### src/rtl/mac_sequencer_if.sv
// Bundled handshake/bus signals of mac_sequencer: sample input, coefficient write port,
// external MAC drive/return and result output. The sequencer uses master, its environment slave.
interface mac_sequencer_if #(
  parameter int unsigned WIDTH = 8,
  parameter int unsigned TAPS  = 4
);
  // One spare address bit so out-of-range writes are visible even for power-of-two TAPS.
  localparam int unsigned AddrW = $clog2(TAPS) + 1;

  logic [WIDTH-1:0] Smp_DI;
  logic             Smp_Valid_SI;
  logic             Smp_Ready_SO;

  logic             Coef_WrEn_SI;
  logic [AddrW-1:0] Coef_Addr_SI;
  logic [WIDTH-1:0] Coef_DI;
  logic             Coef_Err_SO;

  logic             Mac_Clr_SO;
  logic             Mac_WrEn_SO;
  logic [WIDTH-1:0] Mac_In0_DO;
  logic [WIDTH-1:0] Mac_In1_DO;
  logic [WIDTH-1:0] Mac_Out_DI;

  logic [WIDTH-1:0] Res_DO;
  logic             Res_Valid_SO;
  logic             Res_Ready_SI;

  modport master (
    input  Smp_DI, Smp_Valid_SI, Coef_WrEn_SI, Coef_Addr_SI, Coef_DI, Mac_Out_DI, Res_Ready_SI,
    output Smp_Ready_SO, Coef_Err_SO, Mac_Clr_SO, Mac_WrEn_SO, Mac_In0_DO, Mac_In1_DO,
           Res_DO, Res_Valid_SO
  );

  modport slave (
    output Smp_DI, Smp_Valid_SI, Coef_WrEn_SI, Coef_Addr_SI, Coef_DI, Mac_Out_DI, Res_Ready_SI,
    input  Smp_Ready_SO, Coef_Err_SO, Mac_Clr_SO, Mac_WrEn_SO, Mac_In0_DO, Mac_In1_DO,
           Res_DO, Res_Valid_SO
  );
endinterface

### src/rtl/mac_sequencer.sv
// FIR-style sequencer: shifts samples into a delay line and drives an external MAC once per tap.
// Optional tap flush input is enabled by defining MAC_SEQ_FLUSH_EN.
module mac_sequencer #(
  parameter int unsigned WIDTH = 8,
  parameter int unsigned TAPS  = 4
) (
  input logic             Clk_CI,
  input logic             Rst_RBI,
`ifdef MAC_SEQ_FLUSH_EN
  input logic             Flush_SI,
`endif
  mac_sequencer_if.master bus
);
  localparam int unsigned AddrW = $clog2(TAPS) + 1;
  localparam int unsigned CntW  = $clog2(TAPS);

  typedef enum logic [2:0] {StIdle, StClear, StAccum, StDrain, StResult} state_e;

  state_e           state_q, state_d;
  logic [CntW-1:0]  cnt_q, cnt_d;
  logic [WIDTH-1:0] tap_q  [TAPS];
  logic [WIDTH-1:0] coef_q [TAPS];
  logic [WIDTH-1:0] res_q;
  logic             coef_err_q;

  logic            flush;
  logic            smp_acc;
  logic            coef_in_range;
  logic            coef_ok;
  logic            coef_bad;
  logic [CntW-1:0] coef_idx;

`ifdef MAC_SEQ_FLUSH_EN
  assign flush = Flush_SI & (state_q == StIdle);
`else
  assign flush = 1'b0;
`endif

  assign bus.Smp_Ready_SO = (state_q == StIdle) & ~flush;
  assign smp_acc          = bus.Smp_Valid_SI & bus.Smp_Ready_SO;

  assign coef_in_range = bus.Coef_Addr_SI < AddrW'(TAPS);
  assign coef_ok       = bus.Coef_WrEn_SI & (state_q == StIdle) & coef_in_range;
  assign coef_bad      = bus.Coef_WrEn_SI & ~coef_ok;
  assign coef_idx      = bus.Coef_Addr_SI[CntW-1:0];

  assign bus.Res_DO       = res_q;
  assign bus.Res_Valid_SO = (state_q == StResult);
  assign bus.Coef_Err_SO  = coef_err_q;

  always_comb begin
    state_d         = state_q;
    cnt_d           = cnt_q;
    bus.Mac_Clr_SO  = 1'b0;
    bus.Mac_WrEn_SO = 1'b0;
    bus.Mac_In0_DO  = '0;
    bus.Mac_In1_DO  = '0;
    unique case (state_q)
      StIdle: begin
        if (smp_acc) state_d = StClear;
      end
      StClear: begin
        bus.Mac_Clr_SO  = 1'b1;
        bus.Mac_WrEn_SO = 1'b1;
        cnt_d           = '0;
        state_d         = StAccum;
      end
      StAccum: begin
        bus.Mac_WrEn_SO = 1'b1;
        bus.Mac_In0_DO  = tap_q[cnt_q];
        bus.Mac_In1_DO  = coef_q[cnt_q];
        cnt_d           = cnt_q + 1'b1;
        if (cnt_q == CntW'(TAPS - 1)) state_d = StDrain;
      end
      StDrain: begin
        state_d = StResult;
      end
      StResult: begin
        if (bus.Res_Ready_SI) state_d = StIdle;
      end
      default: begin
        state_d = StIdle;
      end
    endcase
  end

  always_ff @(posedge Clk_CI) begin
    if (!Rst_RBI) begin
      state_q    <= StIdle;
      cnt_q      <= '0;
      res_q      <= '0;
      coef_err_q <= 1'b0;
      for (int i = 0; i < int'(TAPS); i++) begin
        tap_q[i]  <= '0;
        coef_q[i] <= '0;
      end
    end else begin
      state_q    <= state_d;
      cnt_q      <= cnt_d;
      coef_err_q <= coef_bad;
      // Flush wins over a sample; Smp_Ready_SO is already low in that case.
      if (flush) begin
        for (int i = 0; i < int'(TAPS); i++) tap_q[i] <= '0;
      end else if (smp_acc) begin
        tap_q[0] <= bus.Smp_DI;
        for (int i = 1; i < int'(TAPS); i++) tap_q[i] <= tap_q[i-1];
      end
      if (coef_ok) coef_q[coef_idx] <= bus.Coef_DI;
      if (state_q == StDrain) res_q <= bus.Mac_Out_DI;
    end
  end
endmodule

### src/flat_wrapper.sv
// flat-port wrapper written by rule: the top's interface ports become plain ports
module mac_sequencer_flat 
#(
  parameter int unsigned WIDTH = 8,
  parameter int unsigned TAPS  = 4
)
  (Clk_CI, Rst_RBI, bus_Smp_DI, bus_Smp_Valid_SI, bus_Coef_WrEn_SI, bus_Coef_Addr_SI, bus_Coef_DI, bus_Mac_Out_DI, bus_Res_Ready_SI, bus_Smp_Ready_SO, bus_Coef_Err_SO, bus_Mac_Clr_SO, bus_Mac_WrEn_SO, bus_Mac_In0_DO, bus_Mac_In1_DO, bus_Res_DO, bus_Res_Valid_SO);
  mac_sequencer_if #(.WIDTH(WIDTH), .TAPS(TAPS)) bus_i ();
  input logic Clk_CI;
  input logic Rst_RBI;
  input wire logic [$bits(bus_i.Smp_DI)-1:0] bus_Smp_DI;
  input wire logic [$bits(bus_i.Smp_Valid_SI)-1:0] bus_Smp_Valid_SI;
  input wire logic [$bits(bus_i.Coef_WrEn_SI)-1:0] bus_Coef_WrEn_SI;
  input wire logic [$bits(bus_i.Coef_Addr_SI)-1:0] bus_Coef_Addr_SI;
  input wire logic [$bits(bus_i.Coef_DI)-1:0] bus_Coef_DI;
  input wire logic [$bits(bus_i.Mac_Out_DI)-1:0] bus_Mac_Out_DI;
  input wire logic [$bits(bus_i.Res_Ready_SI)-1:0] bus_Res_Ready_SI;
  output wire logic [$bits(bus_i.Smp_Ready_SO)-1:0] bus_Smp_Ready_SO;
  output wire logic [$bits(bus_i.Coef_Err_SO)-1:0] bus_Coef_Err_SO;
  output wire logic [$bits(bus_i.Mac_Clr_SO)-1:0] bus_Mac_Clr_SO;
  output wire logic [$bits(bus_i.Mac_WrEn_SO)-1:0] bus_Mac_WrEn_SO;
  output wire logic [$bits(bus_i.Mac_In0_DO)-1:0] bus_Mac_In0_DO;
  output wire logic [$bits(bus_i.Mac_In1_DO)-1:0] bus_Mac_In1_DO;
  output wire logic [$bits(bus_i.Res_DO)-1:0] bus_Res_DO;
  output wire logic [$bits(bus_i.Res_Valid_SO)-1:0] bus_Res_Valid_SO;
  assign bus_i.Smp_DI = bus_Smp_DI;
  assign bus_i.Smp_Valid_SI = bus_Smp_Valid_SI;
  assign bus_i.Coef_WrEn_SI = bus_Coef_WrEn_SI;
  assign bus_i.Coef_Addr_SI = bus_Coef_Addr_SI;
  assign bus_i.Coef_DI = bus_Coef_DI;
  assign bus_i.Mac_Out_DI = bus_Mac_Out_DI;
  assign bus_i.Res_Ready_SI = bus_Res_Ready_SI;
  assign bus_Smp_Ready_SO = bus_i.Smp_Ready_SO;
  assign bus_Coef_Err_SO = bus_i.Coef_Err_SO;
  assign bus_Mac_Clr_SO = bus_i.Mac_Clr_SO;
  assign bus_Mac_WrEn_SO = bus_i.Mac_WrEn_SO;
  assign bus_Mac_In0_DO = bus_i.Mac_In0_DO;
  assign bus_Mac_In1_DO = bus_i.Mac_In1_DO;
  assign bus_Res_DO = bus_i.Res_DO;
  assign bus_Res_Valid_SO = bus_i.Res_Valid_SO;
  mac_sequencer #(.WIDTH(WIDTH), .TAPS(TAPS)) u_core (.Clk_CI(Clk_CI), .Rst_RBI(Rst_RBI), .bus(bus_i));
endmodule
### config.mk
export PLATFORM = sky130hd
export DESIGN_NAME = mac_sequencer_flat
export DESIGN_NICKNAME = d
export VERILOG_FILES = /design/src/rtl/mac_sequencer_if.sv /design/src/rtl/mac_sequencer.sv /design/src/flat_wrapper.sv
export SDC_FILE = /design/constraint.sdc
export NUM_CORES = 1
export LEC_CHECK = 0
export BUFFER_PORTS_ARGS = -buffer_cell sky130_fd_sc_hd__buf_2
export CAP_MARGIN = 25
export CORE_UTILIZATION = 50
export DETAILED_ROUTE_END_ITERATION = 10
export PLACE_DENSITY = 0.72
export SLEW_MARGIN = 20
export SYNTH_ARGS = -nofsm -noshare
export SYNTH_HDL_FRONTEND = slang
export SYNTH_SLANG_ARGS = --single-unit
### constraint.sdc
create_clock -name Clk_CI -period 6.5 [get_ports Clk_CI]
set_clock_uncertainty 0.1 [all_clocks]
set_input_delay 1.3 -clock Clk_CI [delete_from_list [all_inputs] [get_ports Clk_CI]]
set_output_delay 1.3 -clock Clk_CI [all_outputs]
set_load 0.05 [all_outputs]
==> results of run 1 <==
-- critical path: cells and delay by family, from the launching register on --
kind | cells | cell delay, ns
flip-flops | 1 | 0.66
multiplexers | 1 | 0.51
AND/OR/NAND/NOR | 1 | 0.16
buffers and inverters | 2 | 0.42
-- how the worst max path moves through the flow --
| stage | from | to | slack [ns] | cells past startpoint |
|---|---|---|---|---|
| floorplan | u_core.state_q[0]$_SDFFE_PN0P_ | bus_Smp_Ready_SO | 3.44 | 2 |
| global placement | Rst_RBI | u_core.coef_q[2][1]$_SDFFCE_PN0P_ | 3.00 | 4 |
| detailed placement | Rst_RBI | u_core.coef_q[2][4]$_SDFFCE_PN0P_ | 2.95 | 4 |
| CTS | u_core.state_q[1]$_SDFFE_PN0P_ | bus_Mac_In0_DO[0] | 2.79 | 3 |
| global route | flop | bus_Mac_In1_DO[6] | 2.87 | 4 |
| finish | flop | bus_Mac_In1_DO[6] | 3.01 | 4 |
-- stage by stage --
step / instances / setup slack (ns)
6_report: 404 / 3.01
4_1_cts: 403 / 2.79
5_1_grt: 404 / 2.87
3_3_place_gp: 386 / 3.00
2_1_floorplan: 242 / 3.44
3_5_place_dp: 387 / 2.95
-- per-layer routing --
layer  part of all wire (%)  up-vias
li1                       -      986
met1                     48      972
met2                     46       49
met3                    4.8        7
met4                    1.5        0
met5                      0        -
-- power groups by stage --
stage,combinational (mW),sequential [mW],clock [mW]
2_1_floorplan,0.0954,0.611,0
3_3_place_gp,0.121,0.620,0
3_5_place_dp,0.130,0.619,0
4_1_cts,0.131,0.607,0.319
5_1_grt,0.140,0.611,0.342
6_report,0.130,0.607,0.312
-- cells by family after synthesis --
| kind of cell | count (synthesis) | share of synthesized area (%) |
|---|---|---|
| AND/OR/NAND/NOR | 115 | 21.3 |
| flip-flops | 80 | 62.8 |
| multiplexers | 25 | 12.6 |
| buffers and inverters | 15 | 1.93 |
| AO/OA/AOI/OAI | 5 | 0.771 |
| XOR/XNOR | 1 | 0.245 |
| adder cells (fa/ha/maj) | 1 | 0.350 |
-- cell type report --
| cell class | count | area, sq um | share of cell area, % |
|---|---|---|---|
| flip-flops and latches | 80 | 2240 | 54.2 |
| multi-input cells | 147 | 1270 | 30.6 |
| repair buffers | 63 | 343 | 8.28 |
| clock buffers | 15 | 156 | 3.78 |
| well taps | 96 | 120 | 2.90 |
| inverters | 2 | 7.51 | 0.181 |
| clock inverters | 1 | 5.00 | 0.121 |
-- sequential cells by signal, indices dropped and copies added, names as in the netlist, named ones only --
signal,flops
u_core.tap_q,32
u_core.coef_q,32
u_core.bus.Coef_Err_SO,1
u_core.bus.Res_DO,8
u_core.cnt_q,2
u_core.state_q,3
-- placed cells by master (no fill, tap or decap), drive strengths merged, types with 3 or more instances in the layout --
cell type	instances
edfxtp	64
nand2b	5
and2	81
nor3b	3
clkbuf	15
mux2i	9
nor2b	9
buf	63
mux4	16
dfxtp	16
nand2	5
==> key figures, run 1 <==
Critical path
  • R2R depth: 3
  • Reg2reg start: u_core.state_q[0]$_SDFFE_PN0P_
  • Arr. time, crit path: 2.09 ns
  • CP Capture Type: output port
  • CP Class: reg2out
  • CP max FO: 10
  • Max stage delay on crit path: 0.66 ns
  • R2r setup slk: 4.16 ns
  • Slowest-stage cell, CP: dfxtp_1
  • WP data required: 5.10 ns
  • Worst path cell trace: buf_16 > mux4_2 > and2_1 > buf_2
  • Startpoint types: flop
  • R2r endpoint: u_core.coef_q[2][1]$_SDFFCE_PN0P_

GRT
  • Met3 GRT Util: 4.57%
  • Largest net degree at the start of global routing: 33
  • Layer with the highest usage: met2
  • Met2 Use GR: 27.1%
  • First-pass GRT wire length: 10,100 microns
  • Aggregate global routing overflow: 0
  • Gr usage total: 18.4%
  • Grt met1 use: 26.2%
  • Number of global-route vias before repair: 1,982
  • Initial antenna violation count: 0

Worst hold path
  • Hold crit path type: reg2reg
  • Hold_sp: u_core.cnt_q[0]$_SDFFE_PN0N_
  • Hold Crit Depth: 1

Die
  • Die area: 7490 sq um
  • Row count: 30
  • Die X: 86.5 microns
  • Top-level port count: 61
  • Die Ht: 86.5 microns
  • Starting density of the core: 52.3%
  • Core Area: 6830 sq um

Clock tree
  • H-tree levels: 3
  • Deepest clock path buffer count: 2
  • Worst-path clk slew: 0.07 ns
  • Post-CTS Hold Fix Bufs: 0
  • Post-CTS Setup Repair Bufs: 0
  • Clock network latency to the later pin of the worst-skew pair: 0.34 ns
  • Root Buffer: clkbuf_8
  • CTS resizes: 0
  • Clock buffer count from CTS: 9
  • TritonCTS clock tree: built
  • Clock sink count: 80

Synthesis
  • Most used DFF post-synth: edfxtp_1
  • Cells after Synth: 242
  • Avg Synthesized Cell Area: 14.8 sq um
  • Asr flop ratio synth: 0%
  • Synth top cells by count: and2_1, edfxtp_1, dfxtp_1, mux4_2
  • Synthesized flop and latch total: 80
  • Yosys top cell by area: edfxtp_1
  • Post-Syn Area: 3570 sq um
  • Mapped Nets: 275
  • Post-synth top area share: 53.8%
  • Register area share after synthesis: 62.8%
  • Synth cell types: 29
  • Dominant cells by area after synthesis: edfxtp_1, and2_1, mux4_2
  • Post-synth EDFFs: 64
  • Most common cell in the netlist: and2_1
  • YS warnings: 0

STA
  • Least-Margin Pin Slew: 0.818 ns
  • Slew Viols, Final: 0
  • Fmax: 286 MHz
  • Max_slew headroom: 45.5%
  • Period utilization: 53.7%
  • RSZ-0062 raised after global routing: false
  • Endpoints failing hold: 0
  • Final setup vio count: 0
  • Tightest hold margin: 0.400 ns
  • TNS Setup: 0 ns
  • Min Tclk post-route: 3.49 ns

Layout
  • Layout Nets: 336
  • Fill count: 566
  • Share of layout cells above drive strength 1: 30.8%
  • Layout area overhead: 15.9%
  • Final instance area: 4140 sq um
  • Layout Utilization: 60.6%
  • Ant diodes: 0

Power
  • Reg power frac: 57.9%
  • Switch Pwr: 0.258 mW
  • Pwr Density: 253 nW/um^2
  • Pwr Total: 1.05 mW
  • Logic pwr share: 12.4%
  • Static leakage: 1.71 nW
  • Internal power consumption: 0.791 mW
  • Clk pwr share: 29.7%
  • Max VDD drop: 0.145 mV
  • Switching Fraction: 24.6%

Detailed routing
  • DR iter-0 viols: 142
  • Residual antenna-violating net count after detailed routing: 0
  • DRC viols: 0
  • WL/cell: 15.4 microns
  • Total number of vias: 2,014
  • Drt pass-1 iters: 4
  • Routed vias/inst: 4.99
  • Total Wirelength: 6240 microns

Place
  • Placer Congestion: 0.721
  • I/O Buffers: 60
  • Post-detail-place hpwl: 4080 microns
  • DP Area: 3970 sq um

Outcome
  • Status: completed

Run
  • Max capacitance violation total: 0
Note: power is estimated with default switching activity, not from simulation.
==> run 2, diff against run 1 <==
--- a/config.mk
+++ b/config.mk
@@ -9,7 +9,7 @@
 export CAP_MARGIN = 25
 export CORE_UTILIZATION = 50
 export DETAILED_ROUTE_END_ITERATION = 10
-export PLACE_DENSITY = 0.72
+export PLACE_DENSITY = 0.75
 export SLEW_MARGIN = 20
 export SYNTH_ARGS = -nofsm -noshare
 export SYNTH_HDL_FRONTEND = slang
==> constraint.sdc (replaced) <==
create_clock -name Clk_CI -period 3 [get_ports Clk_CI]
set_clock_uncertainty 0.1 [all_clocks]
set_input_delay 0.6 -clock Clk_CI [delete_from_list [all_inputs] [get_ports Clk_CI]]
set_output_delay 0.6 -clock Clk_CI [all_outputs]
set_load 0.05 [all_outputs]
==> run 2 against run 1 <==
Effect of this change: die area unchanged; total power up 120%; flip-flop and latch count unchanged; clock-buffer cell count down 6; sequential share of layout area down 0.42 points; clock power up 140%; final cell count up 0.74%.
==> key figures, run 2 (synthesis results as in run 1) <==
Critical path
  • R2r endpoint: u_core.coef_q[1][3]$_SDFFCE_PN0P_
  • R2r setup slk: 0.79 ns
  • Reg2reg start: u_core.state_q[2]$_SDFFE_PN0P_
  • R2R depth: 3
  • CP Class: reg2out
  • Worst setup path endpoint: bus_Mac_In0_DO[5]
  • CP max FO: 16
  • Arr. time, crit path: 1.89 ns
  • Startpoint types: flop
  • CP Capture Type: output port
  • WP data required: 2.30 ns

Power
  • Clk pwr share: 31.9%
  • Switch Pwr: 0.579 mW
  • Switching Fraction: 24.7%
  • Max VDD drop: 0.392 mV
  • Static leakage: 1.73 nW
  • Reg power frac: 55.9%
  • Pwr Density: 561 nW/um^2
  • Logic pwr share: 12.1%
  • Internal power consumption: 1.76 mW

Layout
  • Commonest non-fill, non-tap cell in the layout: and2_1
  • Layout area overhead: 16.8%
  • Share of layout cells above drive strength 1: 33.4%
  • Ant diodes: 0
  • Layout Nets: 339
  • Commonest cells after routing, fill and taps aside: and2_1, edfxtp_1, buf_2
  • Layout Utilization: 61.1%
  • Layout Cells excl Fill: 407

Clock tree
  • Worst-path clk slew: 0.08 ns
  • Clock sink count: 80
  • Post-CTS Hold Fix Bufs: 0
  • TritonCTS clock tree: built
  • Root Buffer: clkbuf_8
  • Deepest clock path buffer count: 2
  • Clock buffer count from CTS: 9
  • Post-CTS Setup Repair Bufs: 0
  • CTS resizes: 0
  • Clock network latency to the later pin of the worst-skew pair: 0.33 ns
  • H-tree levels: 3

Detailed routing
  • Residual antenna-violating net count after detailed routing: 0
  • Total number of vias: 2,053
  • WL/cell: 15.5 microns
  • DR iter-0 viols: 153
  • Total Wirelength: 6300 microns
  • Routed vias/inst: 5.04
  • Drt pass-1 iters: 4
  • DRC viols: 0

Die
  • Row count: 30
  • Starting density of the core: 52.3%
  • Core Area: 6830 sq um
  • Top-level port count: 61
  • Die area: 7490 sq um
  • Die Ht: 86.5 microns
  • Die X: 86.5 microns

Worst hold path
  • Hold crit path type: in2reg

STA
  • Endpoints failing hold: 0
  • Min Tclk post-route: 2.59 ns
  • TNS Setup: 0 ns
  • Max_slew headroom: 64.0%
  • Slew Viols, Final: 0
  • Final setup vio count: 0
  • RSZ-0062 raised after global routing: false
  • Fmax: 387 MHz
  • Least-Margin Pin Slew: 0.538 ns
  • Period utilization: 86.2%

Place
  • Post-detail-place hpwl: 4370 microns
  • Placer Congestion: 0.794
  • Dpl cells: 391
  • I/O Buffers: 60

Run
  • Max capacitance violation total: 0

GRT
  • Initial antenna violation count: 0
  • Aggregate global routing overflow: 0
  • Number of global-route vias before repair: 1,952
  • Gr usage total: 18.3%
  • First-pass GRT wire length: 9980 microns
  • Largest net degree at the start of global routing: 33

Outcome
  • Status: completed
-- run 2: changes by cell type in the layout (fill, tap and decap cells not counted) --
cell and change:
clkbuf_8 -1, buf_4 +4, clkbuf_1 -5, clkinv_2 +4, buf_16 -1, bufinv_16 +1
nor3_2 +1, nor3_1 -1, clkinvlp_4 +1
-- run 2: cell type report --
class | count | area, sq um
flip-flops and latches | 80 | 2240
multi-input cells | 147 | 1270
repair buffers | 66 | 345
fillers | 550 | 2660
clock inverters | 7 | 62.6
well taps | 96 | 120
clock buffers | 9 | 124
inverters | 2 | 7.51
-- run 2: how the worst min path moves through the flow --
stage          slack, ns                                end                          from  depth (start not counted)
2_1_floorplan       0.34                               flop  u_core.cnt_q[0]$_SDFFE_PN0N_                          1
4_1_cts             0.38  u_core.bus.Coef_Err_SO$_SDFF_PN0_              bus_Coef_WrEn_SI                          3
3_5_place_dp        0.37                               flop  u_core.cnt_q[0]$_SDFFE_PN0N_                          1
5_1_grt             0.37  u_core.bus.Coef_Err_SO$_SDFF_PN0_              bus_Coef_WrEn_SI                          3
3_3_place_gp        0.36       u_core.cnt_q[0]$_SDFFE_PN0N_  u_core.cnt_q[0]$_SDFFE_PN0N_                          1
6_report            0.39  u_core.bus.Coef_Err_SO$_SDFF_PN0_              bus_Coef_WrEn_SI                          3
-- run 2: through the flow --
step	area (sq um)	setup slack [ns]	power, mW	hold WS, ns
floorplan	3580	0.497	1.53	0.341
global route	4170	0.301	2.43	0.374
finish	4170	0.413	2.34	0.391
detailed placement	3990	0.560	1.62	0.366
CTS	4170	0.368	2.36	0.382
global placement	3990	0.660	1.62	0.358
-- run 2: power groups by stage --
stage | logic (mW) | registers [mW] | clock network [mW]
after detailed placement | 0.288 | 1.34 | 0
after global placement | 0.284 | 1.33 | 0
after CTS | 0.289 | 1.31 | 0.758
after global routing | 0.306 | 1.32 | 0.809
final | 0.285 | 1.31 | 0.747
after floorplan | 0.207 | 1.32 | 0
-- run 2: per-layer routing --
layer | part of all wire [%] | vias up | GRT usage [%]
li1 | - | 992 | -
met2 | 46 | 49 | 27.7
met3 | 4.1 | 9 | 4.67
met5 | 0 | - | 0
met1 | 49 | 1003 | 26.1
met4 | 1.1 | 0 | 6.06
-- run 2: critical path, stage by stage, from the launching register on --
cell	delay, ns
dfxtp_1	0.31
buf_4	0.31
mux4_2	0.56
and2_1	0.16
buf_2	0.20
==> run 3, diff against run 2 <==
--- a/config.mk
+++ b/config.mk
@@ -7,9 +7,10 @@
 export LEC_CHECK = 0
 export BUFFER_PORTS_ARGS = -buffer_cell sky130_fd_sc_hd__buf_2
 export CAP_MARGIN = 25
+export CORE_MARGIN = 10
 export CORE_UTILIZATION = 50
 export DETAILED_ROUTE_END_ITERATION = 10
-export PLACE_DENSITY = 0.75
+export PLACE_DENSITY_LB_ADDON = 0.1
 export SLEW_MARGIN = 20
 export SYNTH_ARGS = -nofsm -noshare
 export SYNTH_HDL_FRONTEND = slang
==> run 3 against run 2 <==
Effect of this change: routed wire length up 10%; register-to-register slack improved by 0.09 ns; maximum frequency rose by 0.71%; global-route usage decreased by 5.3 points; clock-buffer cell count rose by 5; final area rose by 1.9%; total power grew 8.0%.
==> key figures, run 3 (synthesis results as in run 1) <==
Die
  • Core Area: 6870 sq um
  • Die area: 10,900 sq um
  • Die Ht: 105 microns
  • Row count: 30
  • Die X: 105 microns
  • Starting density of the core: 52.0%
  • Top-level port count: 61

Detailed routing
  • Residual antenna-violating net count after detailed routing: 0
  • Total Wirelength: 6930 microns
  • Routed vias/inst: 5.02
  • WL/cell: 16.9 microns
  • Total number of vias: 2,060
  • DR iter-0 viols: 101
  • DRC viols: 0
  • Drt pass-1 iters: 4

STA
  • TNS Setup: 0 ns
  • Least-Margin Pin Slew: 0.550 ns
  • Min Tclk post-route: 2.57 ns
  • Fmax: 389 MHz
  • Tightest hold margin: 0.383 ns
  • Slew Viols, Final: 0
  • Endpoints failing hold: 0
  • Max_slew headroom: 63.2%
  • Final setup vio count: 0
  • RSZ-0062 raised after global routing: false
  • Final setup margin: 0.432 ns
  • Period utilization: 85.6%

Clock tree
  • Worst-path clk slew: 0.07 ns
  • Clock network latency to the later pin of the worst-skew pair: 0.34 ns
  • Root Buffer: clkbuf_8
  • Post-CTS Hold Fix Bufs: 0
  • Clock buffer count from CTS: 9
  • CTS resizes: 0
  • TritonCTS clock tree: built
  • H-tree levels: 3
  • Deepest clock path buffer count: 2
  • Post-CTS Setup Repair Bufs: 0
  • Clock sink count: 80

Power
  • Reg power frac: 51.8%
  • Pwr Density: 595 nW/um^2
  • Switch Pwr: 0.574 mW
  • Internal power consumption: 1.96 mW
  • Clk pwr share: 36.8%
  • Logic pwr share: 11.4%
  • Max VDD drop: 0.249 mV
  • Static leakage: 1.77 nW
  • Switching Fraction: 22.7%
  • Pwr Total: 2.53 mW

GRT
  • Number of global-route vias before repair: 2,197
  • Initial antenna violation count: 0
  • Largest net degree at the start of global routing: 33
  • Gr usage total: 13.0%
  • First-pass GRT wire length: 11,400 microns
  • Aggregate global routing overflow: 0

Place
  • Dpl cells: 394
  • I/O Buffers: 60
  • Post-detail-place hpwl: 4790 microns
  • Placer Congestion: 0.763
  • Pre-CTS setup slack: 0.668 ns
  • DP Area: 4010 sq um

Outcome
  • Status: completed

Run
  • Max capacitance violation total: 0

Worst hold path
  • Hold crit path type: reg2reg

Critical path
  • CP Class: reg2out
  • CP max FO: 10
  • Arr. time, crit path: 1.87 ns
  • Startpoint types: flop
  • CP Capture Type: output port
  • WP data required: 2.30 ns

Layout
  • Layout Utilization: 61.9%
  • Share of layout cells above drive strength 1: 33.4%
  • Final instance area: 4250 sq um
  • Commonest cells after routing, fill and taps aside: and2_1, edfxtp_1, buf_2
  • Layout Cells excl Fill: 410
  • Ant diodes: 0
  • Layout Nets: 342
  • Commonest non-fill, non-tap cell in the layout: and2_1
  • Layout area overhead: 19.1%
## run 3: changes by cell type in the layout (fill, tap and decap cells not counted)
cell | before | now
bufinv_16 | 1 | 2
buf_4 | 6 | 9
clkbuf_16 | 0 | 1
clkinv_2 | 5 | 0
clkbuf_8 | 9 | 11
clkinvlp_4 | 1 | 0
clkbuf_1 | 0 | 2
## run 3: critical path, cell delays in order, from the launching register on
cell     delay (ns)
dfxtp_1        0.61
buf_4          0.26
mux4_2         0.29
and2_1         0.16
buf_2          0.20
## run 3: final cells by class
| cell class | count | area (sq um) |
|---|---|---|
| Timing Repair Buffer | 69 | 368 |
| Clock inverter | 2 | 60.1 |
| Inverter | 2 | 7.51 |
| Tap cell | 96 | 120 |
| Sequential cell | 80 | 2240 |
| Fill cell | 559 | 2620 |
| Multi-Input combinational cell | 147 | 1270 |
| Clock buffer | 14 | 184 |
## run 3: power by group through the flow
| stage | combinational [mW] | sequential, mW | clock, mW |
|---|---|---|---|
| final | 0.288 | 1.31 | 0.932 |
| after floorplan | 0.207 | 1.32 | 0 |
| after CTS | 0.294 | 1.31 | 0.952 |
| after global placement | 0.290 | 1.33 | 0 |
| after global routing | 0.315 | 1.32 | 1.01 |
| after detailed placement | 0.293 | 1.33 | 0 |
## run 3: per-layer routing
metal	global-route usage (%)	share of wire [%]	vias to the layer above
met5	0	0	-
met4	3.88	0.74	0
met3	4.83	5.8	6
met2	18.8	45	54
met1	17.7	48	999
li1	-	-	1001
## run 3: worst paths after layout
check                                                    start                                 to  slack, ns  depth (start not counted)
worst max-delay path                                      flop                  bus_Mac_In0_DO[3]       0.43                          4
worst min-delay path              u_core.cnt_q[0]$_SDFFE_PN0N_       u_core.cnt_q[0]$_SDFFE_PN0N_       0.38                          1
worst max register to register  u_core.state_q[2]$_SDFFE_PN0P_  u_core.coef_q[2][0]$_SDFFCE_PN0P_       0.88                          3
worst min register to register    u_core.cnt_q[0]$_SDFFE_PN0N_       u_core.cnt_q[0]$_SDFFE_PN0N_       0.38                          1
